--- src/rtl/snake_input_ctrl.sv ---
// Button conditioning (sync, debounce, press detect) and snake heading / run-pause control.
// One turn is allowed per snake move; a single extra turn is buffered until the next move_tick.
module snake_input_ctrl #(
    parameter int DEBOUNCE_CYCLES = 2000000,
    parameter int CNT_W           = 21
) (
    input  logic       CLK100MHZ,
    input  logic       reset,
    input  logic [2:0] btn_raw,
    input  logic       move_tick,
    output logic [2:0] btn_clean,
    output logic [1:0] dir,
    output logic       turn_pulse,
    output logic       run,
    output logic [1:0] fsm_state
);

    typedef enum logic [1:0] {
        IDLE  = 2'd0,
        RUN   = 2'd1,
        PAUSE = 2'd2
    } state_t;

    localparam logic [CNT_W-1:0] CNT_LAST = CNT_W'(DEBOUNCE_CYCLES - 1);

    logic [2:0]       s1, s2, clean_d, press;
    logic [CNT_W-1:0] cnt [3];

    state_t state, state_nx;
    logic [1:0] dir_nx;
    logic       turn_pulse_nx, lock, lock_nx, pend_valid, pend_valid_nx, pend_r, pend_r_nx;
    logic       press_u, press_l, press_r, turn_req;

    // Synchroniser, per-bit debounce counters and registered rising-edge detect.
    always_ff @(posedge CLK100MHZ or posedge reset) begin
        if (reset) begin
            s1        <= '0;
            s2        <= '0;
            btn_clean <= '0;
            clean_d   <= '0;
            press     <= '0;
            for (int i = 0; i < 3; i++) cnt[i] <= '0;
        end else begin
            s1      <= btn_raw;
            s2      <= s1;
            clean_d <= btn_clean;
            press   <= btn_clean & ~clean_d;
            for (int i = 0; i < 3; i++) begin
                if (s2[i] == btn_clean[i]) begin
                    cnt[i] <= '0;
                end else if (cnt[i] == CNT_LAST) begin
                    btn_clean[i] <= s2[i];
                    cnt[i]       <= '0;
                end else begin
                    cnt[i] <= cnt[i] + 1'b1;
                end
            end
        end
    end

    assign press_u  = press[0];
    assign press_l  = press[1];
    assign press_r  = press[2];
    assign turn_req = press_l ^ press_r;

    function automatic logic [1:0] turned(input logic [1:0] d, input logic right);
        return right ? d + 2'd1 : d - 2'd1;
    endfunction

    always_ff @(posedge CLK100MHZ or posedge reset) begin
        if (reset) begin
            state      <= IDLE;
            dir        <= 2'b01;
            turn_pulse <= 1'b0;
            lock       <= 1'b0;
            pend_valid <= 1'b0;
            pend_r     <= 1'b0;
        end else begin
            state      <= state_nx;
            dir        <= dir_nx;
            turn_pulse <= turn_pulse_nx;
            lock       <= lock_nx;
            pend_valid <= pend_valid_nx;
            pend_r     <= pend_r_nx;
        end
    end

    always_comb begin
        state_nx      = state;
        dir_nx        = dir;
        turn_pulse_nx = 1'b0;
        lock_nx       = lock;
        pend_valid_nx = pend_valid;
        pend_r_nx     = pend_r;
        case (state)
            IDLE: begin
                if (press_u) begin
                    state_nx = RUN;
                    dir_nx   = 2'b01;
                end
            end
            RUN: begin
                if (press_u) begin
                    state_nx      = PAUSE;
                    lock_nx       = 1'b0;
                    pend_valid_nx = 1'b0;
                end else if (move_tick && pend_valid) begin
                    // Buffered turn lands now; a fresh press takes the freed buffer slot.
                    dir_nx        = turned(dir, pend_r);
                    turn_pulse_nx = 1'b1;
                    lock_nx       = 1'b1;
                    pend_valid_nx = turn_req;
                    pend_r_nx     = press_r;
                end else if (turn_req && (!lock || move_tick)) begin
                    dir_nx        = turned(dir, press_r);
                    turn_pulse_nx = 1'b1;
                    lock_nx       = 1'b1;
                end else if (move_tick) begin
                    lock_nx = 1'b0;
                end else if (turn_req && !pend_valid) begin
                    pend_valid_nx = 1'b1;
                    pend_r_nx     = press_r;
                end
            end
            PAUSE: begin
                if (press_u) state_nx = RUN;
            end
            default: state_nx = IDLE;
        endcase
    end

    assign run       = (state == RUN);
    assign fsm_state = state;

endmodule
--- config.mk ---
export PLATFORM = sky130hd
export DESIGN_NAME = snake_input_ctrl
export DESIGN_NICKNAME = d
export VERILOG_FILES = /design/src/rtl/snake_input_ctrl.sv
export SDC_FILE = /design/constraint.sdc
export NUM_CORES = 1
export LEC_CHECK = 0
export ABC_CLOCK_PERIOD_IN_PS = 3400
export CORE_UTILIZATION = 55
export DETAILED_ROUTE_END_ITERATION = 7
export GPL_ROUTABILITY_DRIVEN = 1
export HOLD_SLACK_MARGIN = 0.08
export PLACE_DENSITY = 0.76
export REMOVE_ABC_BUFFERS = 1
export SYNTH_ARGS = -nofsm -noshare
export SYNTH_HDL_FRONTEND = slang
export SYNTH_SLANG_ARGS = --single-unit
--- constraint.sdc ---
create_clock -name CLK100MHZ -period 3.4 [get_ports CLK100MHZ]
set_input_delay 1.02 -clock CLK100MHZ [delete_from_list [all_inputs] [get_ports CLK100MHZ]]
set_output_delay 1.02 -clock CLK100MHZ [all_outputs]
set_load 0.005 [all_outputs]
==> results of run 1 <==
==> layer usage <==
layer | global-route usage, % | vias up
met5 | 0 | -
met4 | 6.30 | 0
met3 | 5.97 | 7
met2 | 33.8 | 60
met1 | 27.8 | 1445
li1 | - | 1474
==> how the worst min path moves through the flow <==
stage | start | endpoint | depth (start not counted)
floorplan | s1[0]$_DFF_PP0_ | s2[0]$_DFF_PP0_ | 0
global placement | s1[2]$_DFF_PP0_ | s2[2]$_DFF_PP0_ | 0
detailed placement | s1[2]$_DFF_PP0_ | s2[2]$_DFF_PP0_ | 0
CTS | s1[0]$_DFF_PP0_ | s2[0]$_DFF_PP0_ | 0
global route | s1[0]$_DFF_PP0_ | s2[0]$_DFF_PP0_ | 0
finish | s1[0]$_DFF_PP0_ | s2[0]$_DFF_PP0_ | 0
==> power breakdown <==
part / total (W) / internal (W) / switching [W]
clock network: 0.000629 / 0.000266 / 0.000363
logic: 0.0000673 / 0.0000222 / 0.0000452
registers: 0.00104 / 0.00103 / 0.0000105
total: 0.00174 / 0.00132 / 0.000419
==> cell usage in the layout, fill, tap and decap left out, types with 2 or more instances in the layout <==
cell             netlist  routed
mux2_2                 5       5
a21oi_1               23      23
nand3b_1               2       2
and2_1                 5       5
nand4_2                2       2
nor4_1                 8       8
a211oi_1               2       2
nand2b_1               4       4
clkinvlp_4             0       3
and3_1                 4       4
buf_4                  0       2
dfrtp_1               85      85
xor2_1                20      20
mux2i_1                2       2
o21ai_0               17      17
nor2_1                47      47
nand3_1               17      17
nand4b_1               3       3
o31ai_1                5       5
ha_1                   3       3
nand2_1               25      25
clkdlybuf4s50_1        0      14
xnor2_1               22      22
inv_1                 17      16
and4_1                 7       7
clkinv_2               0       3
nand4_1               16      16
or3_1                 16      16
nor4b_1                2       2
or4_1                  6       6
nor2b_1                4       4
clkbuf_8               0       9
nor3_1                 7       7
==> logic make-up after synthesis <==
logic type	share of synthesized area (%)
and+or+nand+nor	24.5
DFF	52.4
AOI/OAI and AO/OA	8.56
xor gates and xnor gates	8.96
buffers and inverters	2.74
muxes	1.86
adders and majority gates	0.914
==> stage by stage <==
stage | setup WS, ns | cells | hold slack, ns
6_report | 0.710 | 526 | 0.354
5_1_grt | 0.626 | 526 | 0.358
4_1_cts | 0.702 | 526 | 0.355
3_5_place_dp | 0.750 | 510 | 0.338
3_3_place_gp | 0.796 | 510 | 0.333
2_1_floorplan | 0.160 | 394 | 0.331
==> cell usage after synthesis, drive strengths merged, types with 2 or more instances <==
master and count:
or4b 2, o21ai 17, nand3b 2, buf 4, or4 7, dfrtp 85
nor2 47, a21oi 24, mux2 5, nand2b 4, nand4 18, mux2i 2
xnor2 22, nor3 7, o31ai 5, nor4 8, and3 4, or3 16
clkbuf 6, xor2 20, o41ai 2, a211oi 2, nor4b 2, nor2b 4
nand2 25, nand4b 3, nand3 18, and2 5, and4 8, ha 3
inv 17
==> registers in the layout (all words and copies together) (netlist names), 2 cells and up <==
signal / flops
cnt: 63
btn_clean: 3
clean_d: 3
press: 3
s1: 3
s2: 3
dir: 2
fsm_state: 2
==> critical path, delay by kind of cell, from the launching register on <==
family,cells,cell delay (ns)
and+or+nand+nor,1,0.25
buffers and inverters,2,0.65
DFF,1,0.43
==> area by class of cell <==
class | instances | area, um^2 | area share [%]
Sequential cell | 86 | 2150 | 47.5
Tap cell | 99 | 124 | 2.73
Clock inverter | 7 | 50.0 | 1.10
Inverter | 17 | 65.1 | 1.44
Multi-Input combinational cell | 291 | 1840 | 40.6
Timing Repair Buffer | 17 | 175 | 3.87
Clock buffer | 9 | 124 | 2.73
==> impl_metrics.csv, run 1 <==
group,metric,value,unit
run_status,status,"finished, final reports clean",
setup_path,path_class,"reg2out",
cells_and_area,post-route-util,62.5,%
route,met1_length,3480,um
placement,gp_congestion,0.822,
cts,cts_setup_buffers,0,
cts,post_cts_resized,0,
timing,hold_violations,0,
timing,setup_viol,0,
route,drtAntennaViolNets,0,
setup_path,startpoint,"fsm_state[1]$_DFFE_PP0P_",
power_and_ir_drop,fin_total_pwr,0.00174,W
cells_and_area,layout-drive-gt1-share,8.43,%
cts,cts_hold_buffers,0,
cells_and_area,syn2layout_area_growth,10.4,%
yosys,synth_seq_cells,86,
setup_path,cp-end-kind,"output port",
die,rows,31,
yosys,synth_edf_count,0,
yosys,mappedNetlistArea,4110,um^2
yosys,synth_top_cell_by_area,"dfrtp_1",
route,routed.top_layer,"met4",
cts,cts_tree,"built",
setup_path,worstPathRequired,2.38,ns
placement,placed_cell_area,4360,um^2
timing,period_minus_slack,2.69,ns
route,wl_met3,266,um
flow_run,max-cap-violations,0,
setup_path,rr_endpoint,"cnt[11]$_DFF_PP0_",
route,firstDrtPassIters,5,
setup_path,slowest_stage,"clkdlybuf4s50_1",
die,boundaryPins,15,
die,die_w,88.4,um
timing,slew_headroom,30.6,%
power_and_ir_drop,ir_worst_vdd,266,uV
cts,cts_buffers,9,
timing,finClkSkew,0.00830,ns
yosys,ys_warn_count,0,
yosys,async_reset_ff_share,100,%
timing,rsz0062_at_grt,"false",
grt,grt_overflow_total,0,
timing,timing.fmax,372,MHz
route,vias,2986,
grt,grt_usage,21.0,%
cells_and_area,fin_area,4530,um^2
route,drt_iter0_markers,156,
setup_path,r2r-start,"cnt[2]$_DFF_PP0_",
die,initial_utilization,56.6,%
setup_path,crit_end,"run",
cts,clk_pin_slew_worst_paths,0.08,ns
yosys,synth_top_area_share,51.8,%
timing,drv_slew,0,
yosys,synth_area_leaders,"dfrtp_1 (52%), xnor2_1 (4.7%), nor2_1 (4.3%), xor2_1 (4.3%), a21oi_1 (2.8%)",
cts,htree_levels,3,
cts,cts_sinks,86,
route,wl_met2,3470,um
cells_and_area,num_antenna_cells,0,
placement,io_buffer_count,14,
route,vias_per_cell,5.68,
grt,grt_max_degree,41,
die,die_y,88.4,um
timing,fin_crit_sh,79.1,%
setup_path,cp-start-kind,"register",
die,coreArea,7250,um^2
yosys,ys.flop_type,"dfrtp_1",
setup_path,critPathArrivalTime,1.67,ns
cts,cts-root-buf,"clkbuf_8",
route,route.detailed.drc,0,
setup_path,path_cells,"nand2b_1 > inv_1 > clkdlybuf4s50_1",
yosys,seq_area_frac_synth,52.4,%
route,wl_per_cell,13.9,um
grt,grt_first_pass_wirelength,12700,um
setup_path,cp_slowest_stage_delay,0.51,ns
die,die_area,7820,um^2
cells_and_area,fillers,611,
setup_path,worstPathMaxFanout,6,
grt,antenna_found_initial,0,
timing,fin_tns_setup,0,ns
grt,grt_pass1_vias,2861,
power_and_ir_drop,leakage,1.84,nW
yosys,synth_cell_type_count,49,
route,drt-total-wl,7290,um
power_and_ir_drop,pwr_density_cell,384,nW/um^2
worst_hold_path,min_path_type,"reg2reg",
yosys,syn_area_per_cell,10.2,um^2
timing,tightest_slew,1.04,ns
cts,cts_buffer_depth,2,
cts,insertion_delay,0.35,ns
cells_and_area,nets,431,
setup_path,reg2reg_slack,1.19,ns
placement,place_hpwl,5100,um
setup_path,r2r_cells,4,
yosys,syn_inst,404,
No activity file was read; power rests on OpenSTA's default activity.
==> run 2, diff against run 1 <==
- ABC_CLOCK_PERIOD_IN_PS: 3400 -> 2250
- clock period: 3.4 -> 2.25 ns (I/O delays scaled with it)
==> run 2 against run 1 <==
Count of clock-buffer cells in the layout up 3. Sequential share of layout area down 0.95 points. First-iteration DRC count down 11%. Global-route usage up 0.18 points. Combinational power up 59%. Critical endpoint unchanged. Utilization up 1.3 points. Largest cell class unchanged.
==> impl_metrics.csv, run 2 (synthesis results as in run 1) <==
group,metric,value,unit
run_status,status,"finished, final reports clean",
timing,period_minus_slack,2.15,ns
grt,antenna_found_initial,0,
die,boundaryPins,15,
die,initial_utilization,56.6,%
cts,cts_tree,"built",
grt,grt_overflow_total,0,
cts,clk_pin_slew_worst_paths,0.08,ns
power_and_ir_drop,ir_worst_vdd,352,uV
timing,setup_viol,0,
power_and_ir_drop,power.net_switching,0.000594,W
grt,grt_max_degree,43,
setup_path,slowest_stage,"clkdlybuf4s50_1",
timing,hold_violations,0,
power_and_ir_drop,switching_share,21.3,%
cells_and_area,final_cell_mix,"dfrtp_1 (84), nor2_1 (47), nand2_1 (25)",
route,firstDrtPassIters,4,
route,wl_per_cell,13.7,um
cells_and_area,syn2layout_area_growth,12.7,%
worst_hold_path,min_path_type,"reg2reg",
setup_path,path_cells,"nand2b_4 > inv_2 > clkdlybuf4s50_1",
route,drt_iter0_markers,139,
timing,fin_tns_setup,0,ns
timing,rsz0062_at_grt,"false",
setup_path,rr_endpoint,"cnt[34]$_DFF_PP0_",
power_and_ir_drop,leakage,1.89,nW
cells_and_area,num_antenna_cells,0,
setup_path,cp-start-kind,"register",
die,rows,31,
setup_path,cp_slowest_stage_delay,0.49,ns
setup_path,worstPathMaxFanout,6,
cells_and_area,instances_no_fill,532,
power_and_ir_drop,pwr_density_cell,603,nW/um^2
route,vias_per_cell,5.68,
power_and_ir_drop,combPwrFrac,3.8,%
timing,finClkSkew,0.00622,ns
cells_and_area,nets,438,
setup_path,r2r_cells,4,
timing,drv_slew,0,
die,die_y,88.4,um
cells_and_area,largest_reg_flops,63,
placement,place_inst,516,
cts,insertion_delay,0.35,ns
flow_run,max-cap-violations,0,
cts,htree_levels,3,
cts,cts_buffers,9,
die,coreArea,7250,um^2
route,vias,3021,
placement,place_hpwl,5240,um
cts,cts-root-buf,"clkbuf_8",
setup_path,critPathArrivalTime,1.48,ns
setup_path,worst-path-stages,3,
cells_and_area,final_common_cell,"dfrtp_1",
power_and_ir_drop,clockPowerShare,39.6,%
route,route.detailed.drc,0,
route,drtAntennaViolNets,0,
grt,grt_pass1_vias,2958,
setup_path,startpoint,"fsm_state[1]$_DFFE_PP0P_",
grt,grt_first_pass_wirelength,12800,um
timing,tightest_slew,0.499,ns
die,die_w,88.4,um
setup_path,path_class,"reg2out",
route,drt-total-wl,7310,um
cts,cts_buffer_depth,2,
cells_and_area,fin_area,4630,um^2
setup_path,reg2reg_slack,0.27,ns
timing,slew_headroom,66.6,%
setup_path,crit_end,"run",
grt,grt_usage,21.2,%
timing,worst_hold_slack,0.351,ns
placement,gp_congestion,0.858,
cells_and_area,layout-drive-gt1-share,10.4,%
power_and_ir_drop,p_int,0.00220,W
timing,timing.fmax,465,MHz
power_and_ir_drop,p_seq_share,56.6,%
setup_path,cp-end-kind,"output port",
setup_path,cp_top_family,"buffers and inverters",
setup_path,critPathBufInv,2,
die,die_area,7820,um^2
placement,io_buffer_count,14,
placement,placed_cell_area,4400,um^2
setup_path,r2r-start,"cnt[35]$_DFF_PP0_",
cells_and_area,fillers,602,
cts,cts_sinks,86,
timing,fin_crit_sh,95.6,%
setup_path,worstPathRequired,1.57,ns
cells_and_area,top_register,"cnt",
## run 2: area by class of cell
cell class                 instances  area [um^2]  area share [%]
sequential                        86         2150            46.6
multi-input combinational        291         1850            39.9
timing repair buffer              24          228            4.92
clock buffer                      12          165            3.57
tap                               99          124            2.68
inverter                          17         65.1            1.41
clock inverter                     3         42.5           0.919
## run 2: routing by layer
layer  up-vias  global-route usage, %  wire length, um
li1       1492                      -                -
met1      1473                   27.6             3480
met2        43                   34.1             3480
met3        13                   5.41              227
met4         0                   8.65              131
met5         -                      0                0
## run 2: power groups by stage
stage,logic (W),clock network (W),registers [W]
after floorplan,0.0000676,0,0.00161
after detailed placement,0.000110,0,0.00161
after CTS,0.000111,0.00114,0.00158
after global routing,0.000124,0.00121,0.00158
after global placement,0.000108,0,0.00161
final,0.000107,0.00111,0.00158
## run 2: what timing repair did
item                                    CTS  global route
endpoints found under the setup margin    1             1
gates cloned                              0             0
buffers inserted                          1             0
resized for setup                         2             2
hold buffers                              0             0
## run 2: worst min-delay path by stage
stage | from | cells past startpoint | slack, ns | end
2_1_floorplan | s1[0]$_DFF_PP0_ | 0 | 0.33 | s2[0]$_DFF_PP0_
3_3_place_gp | s1[0]$_DFF_PP0_ | 0 | 0.34 | s2[0]$_DFF_PP0_
3_5_place_dp | s1[1]$_DFF_PP0_ | 0 | 0.33 | s2[1]$_DFF_PP0_
4_1_cts | s1[1]$_DFF_PP0_ | 0 | 0.35 | s2[1]$_DFF_PP0_
5_1_grt | s1[1]$_DFF_PP0_ | 0 | 0.36 | s2[1]$_DFF_PP0_
6_report | s1[1]$_DFF_PP0_ | 0 | 0.35 | s2[1]$_DFF_PP0_
## run 2: metrics by stage
step / setup WS [ns] / util, % / total power (W)
floorplan: -0.645 / - / 0.00167
finish: 0.0985 / 63.8 / 0.00279
detailed placement: -0.0538 / 60.7 / 0.00172
global placement: 0.110 / 60.7 / 0.00172
global route: 0.0270 / 63.8 / 0.00292
CTS: 0.00325 / 63.7 / 0.00283
==> run 3, diff against run 2 <==
- ABC_CLOCK_PERIOD_IN_PS: 2250 -> 1950
- PLACE_DENSITY: 0.76 -> 0.83
- clock period: 2.25 -> 1.95 ns (I/O delays scaled with it)
==> run 3 against run 2 <==
Utilization grew 1.4 points. Sequential power grew 15%. Non-clock buffer count grew 9. Count of clock-buffer cells in the layout is the same. Critical endpoint is now btn_clean[2].
==> impl_metrics.csv, run 3 (synthesis results as in run 1) <==
group,metric,value,unit
route,route.detailed.drc,0,
setup_path,cp-end-kind,"output port",
timing,fin_tns_setup,0,ns
timing,period_minus_slack,1.90,ns
die,rows,31,
die,die_w,88.4,um
power_and_ir_drop,pwr_density_cell,721,nW/um^2
timing,rsz0062_at_grt,"false",
setup_path,path_class,"reg2out",
setup_path,cp_slowest_stage_delay,0.53,ns
route,drt_iter0_markers,144,
cts,cts_sinks,86,
placement,io_buffer_count,14,
cells_and_area,final_cell_mix,"dfrtp_1 (81), nor2_1 (47), nand2_1 (25)",
grt,antenna_found_initial,0,
placement,gp_congestion,0.789,
timing,drv_slew,0,
setup_path,critPathArrivalTime,1.32,ns
cells_and_area,top_register,"cnt",
route,drt-total-wl,7930,um
cts,cts_buffer_depth,2,
route,wl_per_cell,14.6,um
timing,setup_viol,0,
timing,slew_headroom,69.6,%
timing,timing.fmax,526,MHz
timing,finClkSkew,0.00813,ns
cells_and_area,num_antenna_cells,0,
placement,place_inst,525,
cts,clk_pin_slew_worst_paths,0.09,ns
grt,grt_pass1_vias,2933,
setup_path,path_cells,"clkdlybuf4s50_1",
worst_hold_path,min_path_type,"reg2reg",
setup_path,worstPathRequired,1.36,ns
setup_path,critPathBufInv,1,
placement,place_hpwl,5470,um
grt,grt_usage,22.1,%
setup_path,reg2reg_slack,0.11,ns
cells_and_area,nets,447,
route,vias_per_cell,5.73,
die,coreArea,7250,um^2
timing,hold_violations,0,
cts,insertion_delay,0.35,ns
die,initial_utilization,56.6,%
cts,cts-root-buf,"clkbuf_8",
run_status,status,"finished, final reports clean",
die,die_y,88.4,um
cts,cts_buffers,9,
grt,grt_first_pass_wirelength,13300,um
die,die_area,7820,um^2
power_and_ir_drop,leakage,1.97,nW
cells_and_area,final_common_cell,"dfrtp_1",
timing,fin_crit_sh,97.5,%
cts,cts_hold_buffers,0,
route,vias,3104,
route,drtAntennaViolNets,0,
setup_path,cp_top_family,"buffers and inverters",
cts,htree_levels,3,
flow_run,max-cap-violations,0,
power_and_ir_drop,ir_worst_vdd,530,uV
cells_and_area,layout-drive-gt1-share,12.9,%
cells_and_area,instances_no_fill,542,
timing,tightest_slew,0.450,ns
die,boundaryPins,15,
route,firstDrtPassIters,4,
cells_and_area,largest_reg_flops,63,
setup_path,slowest_stage,"clkdlybuf4s50_1",
setup_path,cp-start-kind,"register",
cts,cts_tree,"built",
setup_path,worstPathMaxFanout,5,
grt,grt_overflow_total,0,
cells_and_area,syn2layout_area_growth,15.2,%
grt,grt_max_degree,49,
-- run 3: changes by cell type in the layout (fill, tap and decap cells not counted), sizes merged --
| cell | change |
|---|---|
| buf | +9 |
| bufinv | +2 |
| clkdlybuf4s50 | -3 |
| clkinvlp | -1 |
| dlygate4sd2 | +2 |
| dlymetal6s2s | +1 |
-- run 3: routing by layer --
metal  track usage, %  wire, um  up-vias
met2             36.9      3960       51
li1                 -         -     1508
met3             4.76       219        8
met4             8.21        96        0
met5                0         0        -
met1             28.5      3650     1537
-- run 3: path summary, 6_finish.rpt --
kind | startpoint | to | depth (start not counted)
setup / recovery | btn_clean[2]$_DFFE_PP0P_ | btn_clean[2] | 1
hold / removal | s1[2]$_DFF_PP0_ | s2[2]$_DFF_PP0_ | 0
setup reg to reg | cnt[42]$_DFF_PP0_ | cnt[62]$_DFF_PP0_ | 5
hold reg to reg | s1[2]$_DFF_PP0_ | s2[2]$_DFF_PP0_ | 0
max in group asynchronous | reset | btn_clean[2]$_DFFE_PP0P_ | 3
min in group asynchronous | reset | cnt[36]$_DFF_PP0_ | 3
-- run 3: report_power, final --
part,internal [W],leakage [nW],switching (W)
clock network,0.000852,0.115,0.000611
logic,0.0000468,0.697,0.0000809
registers,0.00180,1.15,0.0000192
-- run 3: area by class of cell --
| type | count | area (um^2) |
|---|---|---|
| Inverter | 17 | 65.1 |
| Timing Repair Buffer | 33 | 295 |
| Multi-Input combinational cell | 291 | 1860 |
| Sequential cell | 86 | 2160 |
| Clock inverter | 4 | 95.1 |
| Clock buffer | 12 | 135 |
| Fill cell | 563 | 2520 |
| Tap cell | 99 | 124 |
-- run 3: timing repair --
item,in CTS,in global routing
setup endpoints to repair,3,17
resized for setup,6,5
buffers inserted,0,1
-- run 3: stage by stage --
step | utilization (%) | instance area, um^2 | hold slack [ns] | setup slack, ns | total power (W)
finish | 65.2 | 4730 | 0.352 | 0.0489 | 0.00341
global placement | 61.6 | 4470 | 0.332 | -0.0434 | 0.00198
detailed placement | 61.6 | 4470 | 0.335 | -0.163 | 0.00199
global route | 65.2 | 4730 | 0.363 | 0.00874 | 0.00354
floorplan | - | 4060 | 0.331 | -0.855 | 0.00193
CTS | 64.9 | 4710 | 0.353 | 0.0179 | 0.00344
